## src/rtl/uc_pkg.sv

```systemverilog
`default_nettype none
// ============================================================================
//  Module      : uc_pkg
//  Description : Shared definitions for the multi-cycle control unit:
//                state encoding, opcode/funct3 constants, instruction
//                classes, ULA operation codes and write-back source codes.
//  Revision    : 1.0 - initial release
// ============================================================================
package uc_pkg;

    // FSM state encoding
    localparam logic [2:0] c_ST_BUSCA      = 3'd0;
    localparam logic [2:0] c_ST_DECODIFICA = 3'd1;
    localparam logic [2:0] c_ST_EXECUTA    = 3'd2;
    localparam logic [2:0] c_ST_MEMORIA    = 3'd3;
    localparam logic [2:0] c_ST_ESCRITA    = 3'd4;
    localparam logic [2:0] c_ST_ERRO       = 3'd5;

    // Opcodes
    localparam logic [6:0] c_OP_TIPO_R  = 7'b0110011;
    localparam logic [6:0] c_OP_IMM     = 7'b0010011;
    localparam logic [6:0] c_OP_LOAD    = 7'b0000011;
    localparam logic [6:0] c_OP_STORE   = 7'b0100011;
    localparam logic [6:0] c_OP_BRANCH  = 7'b1100011;
    localparam logic [6:0] c_OP_JAL     = 7'b1101111;

    // funct3 values
    localparam logic [2:0] c_F3_ADD_SUB = 3'b000;
    localparam logic [2:0] c_F3_LD_SD   = 3'b011;
    localparam logic [2:0] c_F3_BEQ     = 3'b000;
    localparam logic [2:0] c_F3_BLT     = 3'b100;
    localparam logic [2:0] c_F3_BGEU    = 3'b111;

    // Instruction classes (CL_NENHUMA also marks an illegal encoding)
    typedef enum logic [3:0] {
        CL_NENHUMA = 4'd0,
        CL_ADD     = 4'd1,
        CL_SUB     = 4'd2,
        CL_ADDI    = 4'd3,
        CL_LD      = 4'd4,
        CL_SD      = 4'd5,
        CL_BEQ     = 4'd6,
        CL_BLT     = 4'd7,
        CL_BGEU    = 4'd8,
        CL_JAL     = 4'd9
    } classe_t;

    // soma_ou_subtrai codes
    localparam logic [1:0] c_NAO     = 2'd0;
    localparam logic [1:0] c_SOMA    = 2'd1;
    localparam logic [1:0] c_SUBTRAI = 2'd2;

    // wb_sel codes
    localparam logic [1:0] c_WB_ULA = 2'd0;
    localparam logic [1:0] c_WB_MEM = 2'd1;
    localparam logic [1:0] c_WB_PC4 = 2'd2;

    function automatic logic eh_desvio(input classe_t i_classe);
        return (i_classe == CL_BEQ) || (i_classe == CL_BLT) || (i_classe == CL_BGEU);
    endfunction

endpackage
`default_nettype wire

```

## src/rtl/uc_decodificador.sv

```systemverilog
`default_nettype none
// ============================================================================
//  Module      : uc_decodificador
//  Description : Purely combinational instruction classifier.
//  Ports       : i_opcode   - instruction opcode (7 bits)
//                i_funct3   - funct3 field
//                i_funct7_5 - instruction bit 30 (add/sub select)
//                o_classe   - instruction class (uc_pkg::classe_t encoding)
//                o_legal    - 1 when the encoding is supported
//  Revision    : 1.0 - initial release
// ============================================================================
module uc_decodificador
    import uc_pkg::*;
(
    input  logic [6:0] i_opcode,
    input  logic [2:0] i_funct3,
    input  logic       i_funct7_5,
    output logic [3:0] o_classe,
    output logic       o_legal
);

    classe_t w_classe;

    always_comb begin
        w_classe = CL_NENHUMA;
        case (i_opcode)
            c_OP_TIPO_R: begin
                if (i_funct3 == c_F3_ADD_SUB) begin
                    w_classe = i_funct7_5 ? CL_SUB : CL_ADD;
                end
            end
            c_OP_IMM: begin
                if (i_funct3 == c_F3_ADD_SUB) begin
                    w_classe = CL_ADDI;
                end
            end
            c_OP_LOAD: begin
                if (i_funct3 == c_F3_LD_SD) begin
                    w_classe = CL_LD;
                end
            end
            c_OP_STORE: begin
                if (i_funct3 == c_F3_LD_SD) begin
                    w_classe = CL_SD;
                end
            end
            c_OP_BRANCH: begin
                case (i_funct3)
                    c_F3_BEQ:  w_classe = CL_BEQ;
                    c_F3_BLT:  w_classe = CL_BLT;
                    c_F3_BGEU: w_classe = CL_BGEU;
                    default:   w_classe = CL_NENHUMA;
                endcase
            end
            // jal ignores funct3: that field is part of its immediate
            c_OP_JAL: w_classe = CL_JAL;
            default:  w_classe = CL_NENHUMA;
        endcase
    end

    assign o_classe = w_classe;
    assign o_legal  = (w_classe != CL_NENHUMA);

endmodule
`default_nettype wire

```

## src/rtl/uc_multiciclo.sv

```systemverilog
`default_nettype none
// ============================================================================
//  Module      : uc_multiciclo
//  Description : Multi-cycle control unit (BUSCA, DECODIFICA, EXECUTA,
//                MEMORIA, ESCRITA, ERRO). All outputs are combinational
//                from the state, the registered class and the flags, and
//                are forced to 0 while reset is high.
//  Parameter   : TIMEOUT - cycles waiting for mem_ack before ERRO
//  Macro       : UC_TIMEOUT_EN - enables the mem_ack wait watchdog
//  Ports       : clk, reset (sync, active-high)
//                opcode/funct3/funct7_5 - from the external IR
//                flag_igual/flag_menor/flag_maior_igual_u - ULA compare
//                mem_ack - memory transfer complete
//                soma_ou_subtrai, usa_imm - ULA control
//                carrega_ir, carrega_pc, escreve_reg - load enables
//                pc_src, mem_req, mem_we, mem_addr_sel, wb_sel - datapath
//                ilegal - sticky error indication
//  Revision    : 1.0 - initial release
// ============================================================================
module uc_multiciclo
    import uc_pkg::*;
#(
    parameter int TIMEOUT = 16
)(
    input  logic       clk,
    input  logic       reset,
    input  logic [6:0] opcode,
    input  logic [2:0] funct3,
    input  logic       funct7_5,
    input  logic       flag_igual,
    input  logic       flag_menor,
    input  logic       flag_maior_igual_u,
    input  logic       mem_ack,
    output logic [1:0] soma_ou_subtrai,
    output logic       usa_imm,
    output logic       carrega_ir,
    output logic       carrega_pc,
    output logic       escreve_reg,
    output logic       pc_src,
    output logic       mem_req,
    output logic       mem_we,
    output logic       mem_addr_sel,
    output logic [1:0] wb_sel,
    output logic       ilegal
);

    logic [2:0] r_estado;
    logic [2:0] w_prox_base;
    logic [2:0] w_proximo;
    classe_t    r_classe;
    logic [3:0] w_classe_dec;
    logic       w_legal;
    logic       w_mem_req;
    logic       w_estouro;

    logic [1:0] w_ula_op;
    logic       w_ula_imm;
    logic       w_tomado;

    logic [1:0] w_soma;
    logic       w_imm;
    logic       w_cir;
    logic       w_cpc;
    logic       w_wr;
    logic       w_pcs;
    logic       w_we;
    logic       w_asel;
    logic [1:0] w_wb;
    logic       w_il;

    uc_decodificador u_decodificador (
        .i_opcode   (opcode),
        .i_funct3   (funct3),
        .i_funct7_5 (funct7_5),
        .o_classe   (w_classe_dec),
        .o_legal    (w_legal)
    );

    assign w_mem_req = (r_estado == c_ST_BUSCA) || (r_estado == c_ST_MEMORIA);

    // ------------------------------------------------------------------
    // Next-state logic
    // ------------------------------------------------------------------
    always_comb begin
        w_prox_base = r_estado;
        case (r_estado)
            c_ST_BUSCA: begin
                if (mem_ack) begin
                    w_prox_base = c_ST_DECODIFICA;
                end
            end
            c_ST_DECODIFICA: w_prox_base = w_legal ? c_ST_EXECUTA : c_ST_ERRO;
            c_ST_EXECUTA: begin
                case (r_classe)
                    CL_ADD, CL_SUB, CL_ADDI:         w_prox_base = c_ST_ESCRITA;
                    CL_LD, CL_SD:                    w_prox_base = c_ST_MEMORIA;
                    CL_BEQ, CL_BLT, CL_BGEU, CL_JAL: w_prox_base = c_ST_BUSCA;
                    default:                         w_prox_base = c_ST_ERRO;
                endcase
            end
            c_ST_MEMORIA: begin
                if (mem_ack) begin
                    w_prox_base = (r_classe == CL_SD) ? c_ST_BUSCA : c_ST_ESCRITA;
                end
            end
            c_ST_ESCRITA: w_prox_base = c_ST_BUSCA;
            c_ST_ERRO:    w_prox_base = c_ST_ERRO;
            default:      w_prox_base = c_ST_ERRO;
        endcase
    end

    assign w_proximo = w_estouro ? c_ST_ERRO : w_prox_base;

`ifdef UC_TIMEOUT_EN
    // Watchdog: counts consecutive waiting cycles; the cycle in which the
    // count would reach TIMEOUT redirects the FSM to ERRO.
    localparam int c_LARG_CNT = $clog2(TIMEOUT + 1);

    logic [c_LARG_CNT-1:0] r_cnt_espera;

    assign w_estouro = w_mem_req && !mem_ack &&
                       (r_cnt_espera == c_LARG_CNT'(TIMEOUT - 1));

    always_ff @(posedge clk) begin
        if (reset) begin
            r_cnt_espera <= '0;
        end else if (!w_mem_req || mem_ack || (w_proximo != r_estado)) begin
            r_cnt_espera <= '0;
        end else begin
            r_cnt_espera <= r_cnt_espera + 1'b1;
        end
    end
`else
    assign w_estouro = 1'b0;
`endif

    // ------------------------------------------------------------------
    // State and class registers
    // ------------------------------------------------------------------
    always_ff @(posedge clk) begin
        if (reset) begin
            r_estado <= c_ST_BUSCA;
            r_classe <= CL_NENHUMA;
        end else begin
            r_estado <= w_proximo;
            if (r_estado == c_ST_DECODIFICA) begin
                r_classe <= classe_t'(w_classe_dec);
            end
        end
    end

    // ULA operands for arithmetic/memory classes; reused in ESCRITA so the
    // ULA result stays stable while it is written back.
    always_comb begin
        w_ula_op  = c_NAO;
        w_ula_imm = 1'b0;
        case (r_classe)
            CL_ADD:               w_ula_op = c_SOMA;
            CL_SUB:               w_ula_op = c_SUBTRAI;
            CL_ADDI, CL_LD, CL_SD: begin
                w_ula_op  = c_SOMA;
                w_ula_imm = 1'b1;
            end
            default: ;
        endcase
    end

    always_comb begin
        w_tomado = 1'b0;
        case (r_classe)
            CL_BEQ:  w_tomado = flag_igual;
            CL_BLT:  w_tomado = flag_menor;
            CL_BGEU: w_tomado = flag_maior_igual_u;
            default: w_tomado = 1'b0;
        endcase
    end

    // ------------------------------------------------------------------
    // Output decode
    // ------------------------------------------------------------------
    always_comb begin
        w_soma = c_NAO;
        w_imm  = 1'b0;
        w_cir  = 1'b0;
        w_cpc  = 1'b0;
        w_wr   = 1'b0;
        w_pcs  = 1'b0;
        w_we   = 1'b0;
        w_asel = 1'b0;
        w_wb   = c_WB_ULA;
        w_il   = 1'b0;
        case (r_estado)
            c_ST_BUSCA: w_cir = mem_ack;
            c_ST_EXECUTA: begin
                if (eh_desvio(r_classe)) begin
                    w_soma = c_SUBTRAI;
                    w_cpc  = 1'b1;
                    w_pcs  = w_tomado;
                end else if (r_classe == CL_JAL) begin
                    w_wr  = 1'b1;
                    w_wb  = c_WB_PC4;
                    w_cpc = 1'b1;
                    w_pcs = 1'b1;
                end else begin
                    w_soma = w_ula_op;
                    w_imm  = w_ula_imm;
                end
            end
            c_ST_MEMORIA: begin
                w_asel = 1'b1;
                w_soma = c_SOMA;
                w_imm  = 1'b1;
                w_we   = (r_classe == CL_SD);
                w_cpc  = mem_ack && (r_classe == CL_SD);
            end
            c_ST_ESCRITA: begin
                w_wr   = 1'b1;
                w_wb   = (r_classe == CL_LD) ? c_WB_MEM : c_WB_ULA;
                w_cpc  = 1'b1;
                w_soma = w_ula_op;
                w_imm  = w_ula_imm;
            end
            c_ST_ERRO: w_il = 1'b1;
            default: ;
        endcase
    end

    // Reset masks every output so an aborted access never loads PC/regs.
    assign soma_ou_subtrai = reset ? c_NAO : w_soma;
    assign usa_imm         = w_imm     & ~reset;
    assign carrega_ir      = w_cir     & ~reset;
    assign carrega_pc      = w_cpc     & ~reset;
    assign escreve_reg     = w_wr      & ~reset;
    assign pc_src          = w_pcs     & ~reset;
    assign mem_req         = w_mem_req & ~reset;
    assign mem_we          = w_we      & ~reset;
    assign mem_addr_sel    = w_asel    & ~reset;
    assign wb_sel          = reset ? c_WB_ULA : w_wb;
    assign ilegal          = w_il      & ~reset;

endmodule
`default_nettype wire

```

## config.mk

```make
export PLATFORM = sky130hd
export DESIGN_NAME = uc_multiciclo
export DESIGN_NICKNAME = d
export VERILOG_FILES = /design/src/rtl/uc_pkg.sv /design/src/rtl/uc_decodificador.sv /design/src/rtl/uc_multiciclo.sv
export SDC_FILE = /design/constraint.sdc
export NUM_CORES = 1
export LEC_CHECK = 0
export CORE_MARGIN = 2
export CORE_UTILIZATION = 48
export CTS_BUF_LIST = sky130_fd_sc_hd__clkbuf_2
export DETAILED_ROUTE_END_ITERATION = 10
export GPL_ROUTABILITY_DRIVEN = 0
export PLACE_DENSITY_LB_ADDON = 0.15
export SLEW_MARGIN = 5
export SYNTH_ARGS = -nofsm -noshare
export SYNTH_HDL_FRONTEND = slang
export SYNTH_HIERARCHICAL = 1
export SYNTH_SLANG_ARGS = --single-unit
```

## constraint.sdc

```tcl
create_clock -name clk -period 2.24 [get_ports clk]
set_input_delay 0.448 -clock clk [delete_from_list [all_inputs] [get_ports clk]]
set_output_delay 0.448 -clock clk [all_outputs]
set_load 0.02 [all_outputs]
```

==> reports/qor.yml, run 1 <==
sta:
  finalHoldViolCount: 0
  finalClockSkew_ns: 0.00126
  slew_viol_final: 0
  period_share_pct: 96.6
  min_period_ns: 2.16
  max_slew_margin_pct: 75.3
  worst_pin_slew_ns: 0.371
  fmax_ghz: 0.462
  rsz0062_at_grt: "no"
  setup_viol: 0
logic_synthesis:
  syn_inst: 124
  synth_top_area_share_pct: 21.1
  synth_edf_count: 0
  synth.avg_cell_area_um2: 7.67
  synth_seq_cells: 10
  ys_async_sr_fraction_pct: 0
  synth_area_leaders: "dfxtp_1 (21%), mux2i_1 (8.4%), nor2_1 (6.7%), nand2b_1 (4.6%), o21ai_0 (4.2%)"
  ys_types: 42
  syn_nets: 141
  yosys_warnings: 6
  syn_area_um2: 951
  seq_area_frac_synth_pct: 21.1
  ys_dominant_reg_cell: "dfxtp_1"
  yosys.area.top_type: "dfxtp_1"
floorplanning:
  initial_utilization_pct: 49.5
  die-width_um: 48.5
  num_rows: 16
  die_h_um: 48.5
  ios: 30
  core-area_um2: 1920
  design.die.area_um2: 2350
detailed_routing:
  drt-initial-drc-count: 19
  wl_per_cell_um: 13.2
  ant_nets: 0
  drt-total-wl_um: 2630
  vias_per_cell: 5.64
  drc: 0
  first_pass_iters: 4
  vias: 1123
power:
  p_leak_uw: 0.000603
  p_seq_share_pct: 45.0
  ir_drop_mv: 0.299
  internal_power_uw: 289
  p_sw_share_pct: 30.0
  power_switching_uw: 124
  p_per_area_nw_per_um2: 292
  total_power_uw: 414
  p_comb_share_pct: 30.4
  p_clk_share_pct: 24.6
global_route:
  track_usage_pct: 25.8
  grt_pass1_wl_um: 4900
  grt_max_degree: 14
  antenna_found_initial: 0
  grt_pass1_vias: 1156
  grt_overflow_total: 0
critical_path:
  cp_data_required_time_ns: 1.79
  worstSetupPathType: "in2out"
  reg2reg_depth: 4
  worstReg2RegStart: "r_estado[0]"
  reg2reg_slack_ns: 0.50
  cp_max_fo: 4
  crit_path_start: "reset"
  cp-endpoint: "carrega_pc"
  crit_arrival_ns: 1.72
  end_kind: "output pin"
  cp-start-kind: "primary input"
clocking:
  cts_root_buffer: "clkbuf_2"
  cts_tree: "done"
  cts_max_path_buffers: 2
  clkLatencyLatePin_ns: 0.26
  path_clk_slew_ns: 0.10
  cts_num_sinks: 10
  cts_buffers: 3
  h-tree-depth: 1
  postCtsHoldBufs: 0
  cts_setup_buffers: 0
final_layout:
  drive_above_1_share_pct: 27.9
  fin_cells: 199
  final_nets: 190
  area_delta_synth_final_pct: 48.8
  num_antenna_cells: 0
run_status:
  status: "finished, final reports clean"
placed_design:
  dp_cells: 195
  io_buffers: 29
  dpl.hpwl_um: 2120
flow_run:
  maxCapViolCount: 0
hold_path:
  min_path_type: "reg2reg"
## cells in the final DEF (no fill, tap or decap), types with 5 or more instances in the layout
master            n
nor2b_1           5
dlygate4sd2_1     8
dfxtp_1           7
nand2b_1          6
clkdlybuf4s50_1  15
mux2i_1           8
nor2_1           17
a21oi_1           5
buf_4            22
o21ai_0           7
## per-stage QoR
stage / hold WS (ns) / worst slack [ns] / util [%] / setup TNS, ns / cell area, um^2
after detailed placement: 0.479 / -0.626 / 73.1 / -5.24 / 1410
after global placement: 0.459 / -0.587 / 73.1 / -4.80 / 1410
final: 0.481 / 0.0751 / 73.6 / 0 / 1420
after CTS: 0.493 / 0.0212 / 73.6 / 0 / 1410
after global routing: 0.495 / 0.00415 / 73.6 / 0 / 1420
after floorplan: 0.456 / 0.172 / - / 0 / 951
## logic make-up (layout without fill, tap and decap cells)
group	after synthesis	count (layout)	share of synthesized area, %
AO/OA/AOI/OAI	34	34	26.2
buffers and inverters	11	59	5.26
flip-flops	10	10	21.1
multiplexers	8	8	8.42
AND/OR/NAND/NOR	61	61	39.1
## power groups by stage
stage	sequential (uW)	combinational, uW	clock [uW]
floorplan	190	60.7	0
global placement	190	124	0
detailed placement	191	127	0
CTS	186	125	106
global route	187	138	116
finish	186	126	102
## worst max-delay path, cell delays in order
cell           delay (ns)
dlygate4sd2_1        0.22
buf_4                0.13
nor2_1               0.05
nand3_1              0.10
inv_1                0.06
and3_1               0.20
a221o_1              0.34
buf_2                0.16
## routing by layer
metal	global-route usage, %	part of all wire (%)	vias up
met5	0	0	-
met4	8.57	1.1	0
met3	5.25	3.8	4
met2	48.8	52	27
met1	28.6	43	530
li1	-	-	562
## Yosys cell counts, types with 3 or more instances
cell type	instances
inv_1	4
nand2_1	4
clkbuf_1	5
a21oi_1	5
nand2b_1	7
a211oi_1	3
o21ai_0	8
nor2b_1	5
nor2_1	17
mux2i_1	8
o22ai_1	3
or2_2	4
dfxtp_1	10
## layout make-up
class	count	area, um^2
Tap cell	27	33.8
Inverter	4	15.0
Multi-Input combinational cell	103	714
Clock inverter	1	3.75
Sequential cell	10	206
Timing Repair Buffer	51	427
Fill cell	164	507
Clock buffer	3	15.0
## worst min path at each step
stage | to | slack, ns | depth (start not counted)
floorplan | r_estado[1] | 0.46 | 2
CTS | r_estado[1] | 0.49 | 2
finish | r_estado[1] | 0.48 | 2
global placement | r_estado[1] | 0.46 | 2
detailed placement | r_estado[1] | 0.48 | 2
global route | r_estado[1] | 0.49 | 2
## repair_timing
item,4_1_cts,5_1_grt
resized for setup,35,8
cloned,0,0
pin swaps,1,0
endpoints found under the setup margin,13,5
No activity file was read; power rests on OpenSTA's default activity.
==> inputs of run 2 (changes only) <==
--- a/config.mk
+++ b/config.mk
@@ -5,11 +5,13 @@
 export SDC_FILE = /design/constraint.sdc
 export NUM_CORES = 1
 export LEC_CHECK = 0
+export ABC_AREA = 1
 export CORE_MARGIN = 2
 export CORE_UTILIZATION = 48
 export CTS_BUF_LIST = sky130_fd_sc_hd__clkbuf_2
 export DETAILED_ROUTE_END_ITERATION = 10
 export GPL_ROUTABILITY_DRIVEN = 0
+export HOLD_SLACK_MARGIN = 0.08
 export PLACE_DENSITY_LB_ADDON = 0.15
 export SLEW_MARGIN = 5
 export SYNTH_ARGS = -nofsm -noshare
==> run 2 against run 1 <==
Against the previous run:
- register-to-register slack improved by 0.47 ns
- non-clock buffer count down 14
- first-iteration DRC count is 5.3% lower
- combinational power is 63% higher
- cell count is 23% higher
==> reports/qor.yml, run 2 <==
run_status:
  status: "finished, final reports clean"
sta:
  finalHoldViolCount: 0
  rsz0062_at_grt: "no"
  period_share_pct: 94.2
  hold_slack_ns: 0.482
  max_slew_margin_pct: 81.0
  finalClockSkew_ns: 0.0158
  min_period_ns: 2.11
  slew_viol_final: 0
  setup_viol: 0
  worst_pin_slew_ns: 0.285
  layout_setup_ws_ns: 0.130
  fmax_ghz: 0.474
logic_synthesis:
  synth-simple-area-share_pct: 59.6
  syn_nets: 195
  synth_seq_cells: 10
  synth_commonest_cells: "nand2_1 (42), nor2_1 (26), inv_1 (16)"
  synthMuxAreaShare_pct: 0
  synth_compound_area_share_pct: 9.27
  synthXorXnorAreaFrac_pct: 0
  ys_dominant_reg_cell: "dfxtp_1"
  syn_area_um2: 1040
  synth_top_area_share_pct: 19.3
  synth_most_common_cell: "nand2_1"
  synth_area_leaders: "dfxtp_1 (19%), nand2_1 (15%), nor2_1 (9.4%), nor2_2 (6.0%), nand3_1 (5.8%)"
  synth.avg_cell_area_um2: 5.84
  synth_top_family_by_area: "simple AND/OR/NAND/NOR gates"
  ys_async_sr_fraction_pct: 0
  seq_area_frac_synth_pct: 19.3
  yosys_warnings: 6
  synth_edf_count: 0
  ys_types: 27
  syn_inst: 178
  yosys.area.top_type: "dfxtp_1"
  synthAdderAreaFrac_pct: 0
detailed_routing:
  ant_nets: 0
  drc: 0
  wl_per_cell_um: 10.3
  vias: 1215
  drt-total-wl_um: 2530
  drt-initial-drc-count: 18
  first_pass_iters: 4
  vias_per_cell: 4.96
critical_path:
  cp_data_required_time_ns: 1.79
  cp_max_fo: 6
  cp-start-kind: "register"
  end_kind: "output pin"
  worstSetupPathType: "reg2out"
  crit_arrival_ns: 1.66
placed_design:
  dpl.hpwl_um: 2130
  io_buffers: 29
  preCtsSetupSlack_ns: -0.149
  placed_area_um2: 1410
floorplanning:
  design.die.area_um2: 2550
  initial_utilization_pct: 51.9
  die-width_um: 50.5
  ios: 30
  die_h_um: 50.5
  core-area_um2: 2000
  num_rows: 16
clocking:
  postCtsHoldBufs: 0
  cts_max_path_buffers: 2
  clkLatencyLatePin_ns: 0.26
  cts_tree: "done"
  h-tree-depth: 1
  cts_root_buffer: "clkbuf_2"
  path_clk_slew_ns: 0.09
  cts_num_sinks: 10
  cts_buffers: 3
hold_path:
  min_path_type: "reg2reg"
global_route:
  antenna_found_initial: 0
  grt_max_degree: 9
  track_usage_pct: 23.2
  grt_pass1_wl_um: 4570
  grt_pass1_vias: 1175
  grt_overflow_total: 0
final_layout:
  most-common-layout-cells: "nand2_1 (42), nor2_1 (24), inv_1 (16), clkdlybuf4s50_1 (16), inv_2 (14)"
  area_delta_synth_final_pct: 37.4
  final_nets: 236
  drive_above_1_share_pct: 30.3
  postLayoutCoreUtil_pct: 71.4
  fillCellCount: 179
  layout_commonest_cell: "nand2_1"
  num_antenna_cells: 0
  stdcell_area_um2: 1430
power:
  p_leak_uw: 0.000734
  ir_drop_mv: 0.243
  p_per_area_nw_per_um2: 367
flow_run:
  maxCapViolCount: 0
==> run 2: final timing paths <==
| kind | start | to | slack (ns) | cells past startpoint |
|---|---|---|---|---|
| max | r_estado[1] | escreve_reg | 0.13 | 5 |
| min | register | r_estado[1] | 0.48 | 2 |
| max reg2reg | r_estado[1] | r_estado[2] | 0.97 | 6 |
| min reg2reg | register | r_estado[1] | 0.48 | 2 |
==> run 2: layout make-up <==
| cell class | instances | area (um^2) | area share (%) |
|---|---|---|---|
| clock buffers | 3 | 15.0 | 1.05 |
| clock inverters | 1 | 3.75 | 0.263 |
| inverters | 32 | 120 | 8.41 |
| multi-input cells | 135 | 726 | 50.8 |
| flip-flops and latches | 10 | 204 | 14.3 |
| well taps | 27 | 33.8 | 2.36 |
| repair buffers | 37 | 327 | 22.9 |
==> run 2: metal layers <==
layer | global-route usage (%) | wire length [um]
met5 | 0 | 0
met3 | 2.98 | 109
met1 | 24.0 | 1030
met4 | 13.1 | 89
met2 | 44.1 | 1310
==> run 2: power breakdown <==
| group | leakage [uW] | switching (uW) | internal [uW] | total (uW) |
|---|---|---|---|---|
| clock | 0.0000140 | 62.5 | 38.8 | 101 |
| combinational | 0.000637 | 120 | 85.7 | 206 |
| sequential | 0.0000833 | 19.1 | 198 | 217 |
==> run 2: worst max-delay path: stages (launching register included) <==
cell	delay [ns]
dfxtp_2	0.41
inv_2	0.07
nor3_4	0.30
nand3_2	0.15
a21oi_1	0.14
dlygate4sd2_1	0.35
==> run 2: stage by stage <==
step                      power, uW  std cells  setup TNS [ns]
after global routing            563        245               0
after CTS                       525        245               0
after global placement          420        240          -0.728
after floorplan                 344        178               0
after detailed placement        427        240          -0.932
final                           525        245               0
==> run 2: kinds of logic after synthesis <==
logic type / after synthesis
AND/OR/NAND/NOR: 119
buffers and inverters: 33
AO/OA/AOI/OAI: 16
flip-flops: 10
==> run 2: what timing repair did <==
action	4_1_cts	5_1_grt
endpoints found under the setup margin	12	5
gates resized for setup	15	10
pin swaps	1	0
buffers inserted	1	0
gates cloned	0	0
==> inputs of run 3 (changes only) <==
--- a/config.mk
+++ b/config.mk
@@ -18,3 +18,4 @@
 export SYNTH_HDL_FRONTEND = slang
 export SYNTH_HIERARCHICAL = 1
 export SYNTH_SLANG_ARGS = --single-unit
+export TNS_END_PERCENT = 50
==> results of run 3 <==
The final DEF is identical to that of run 2; final timing and power are the same.
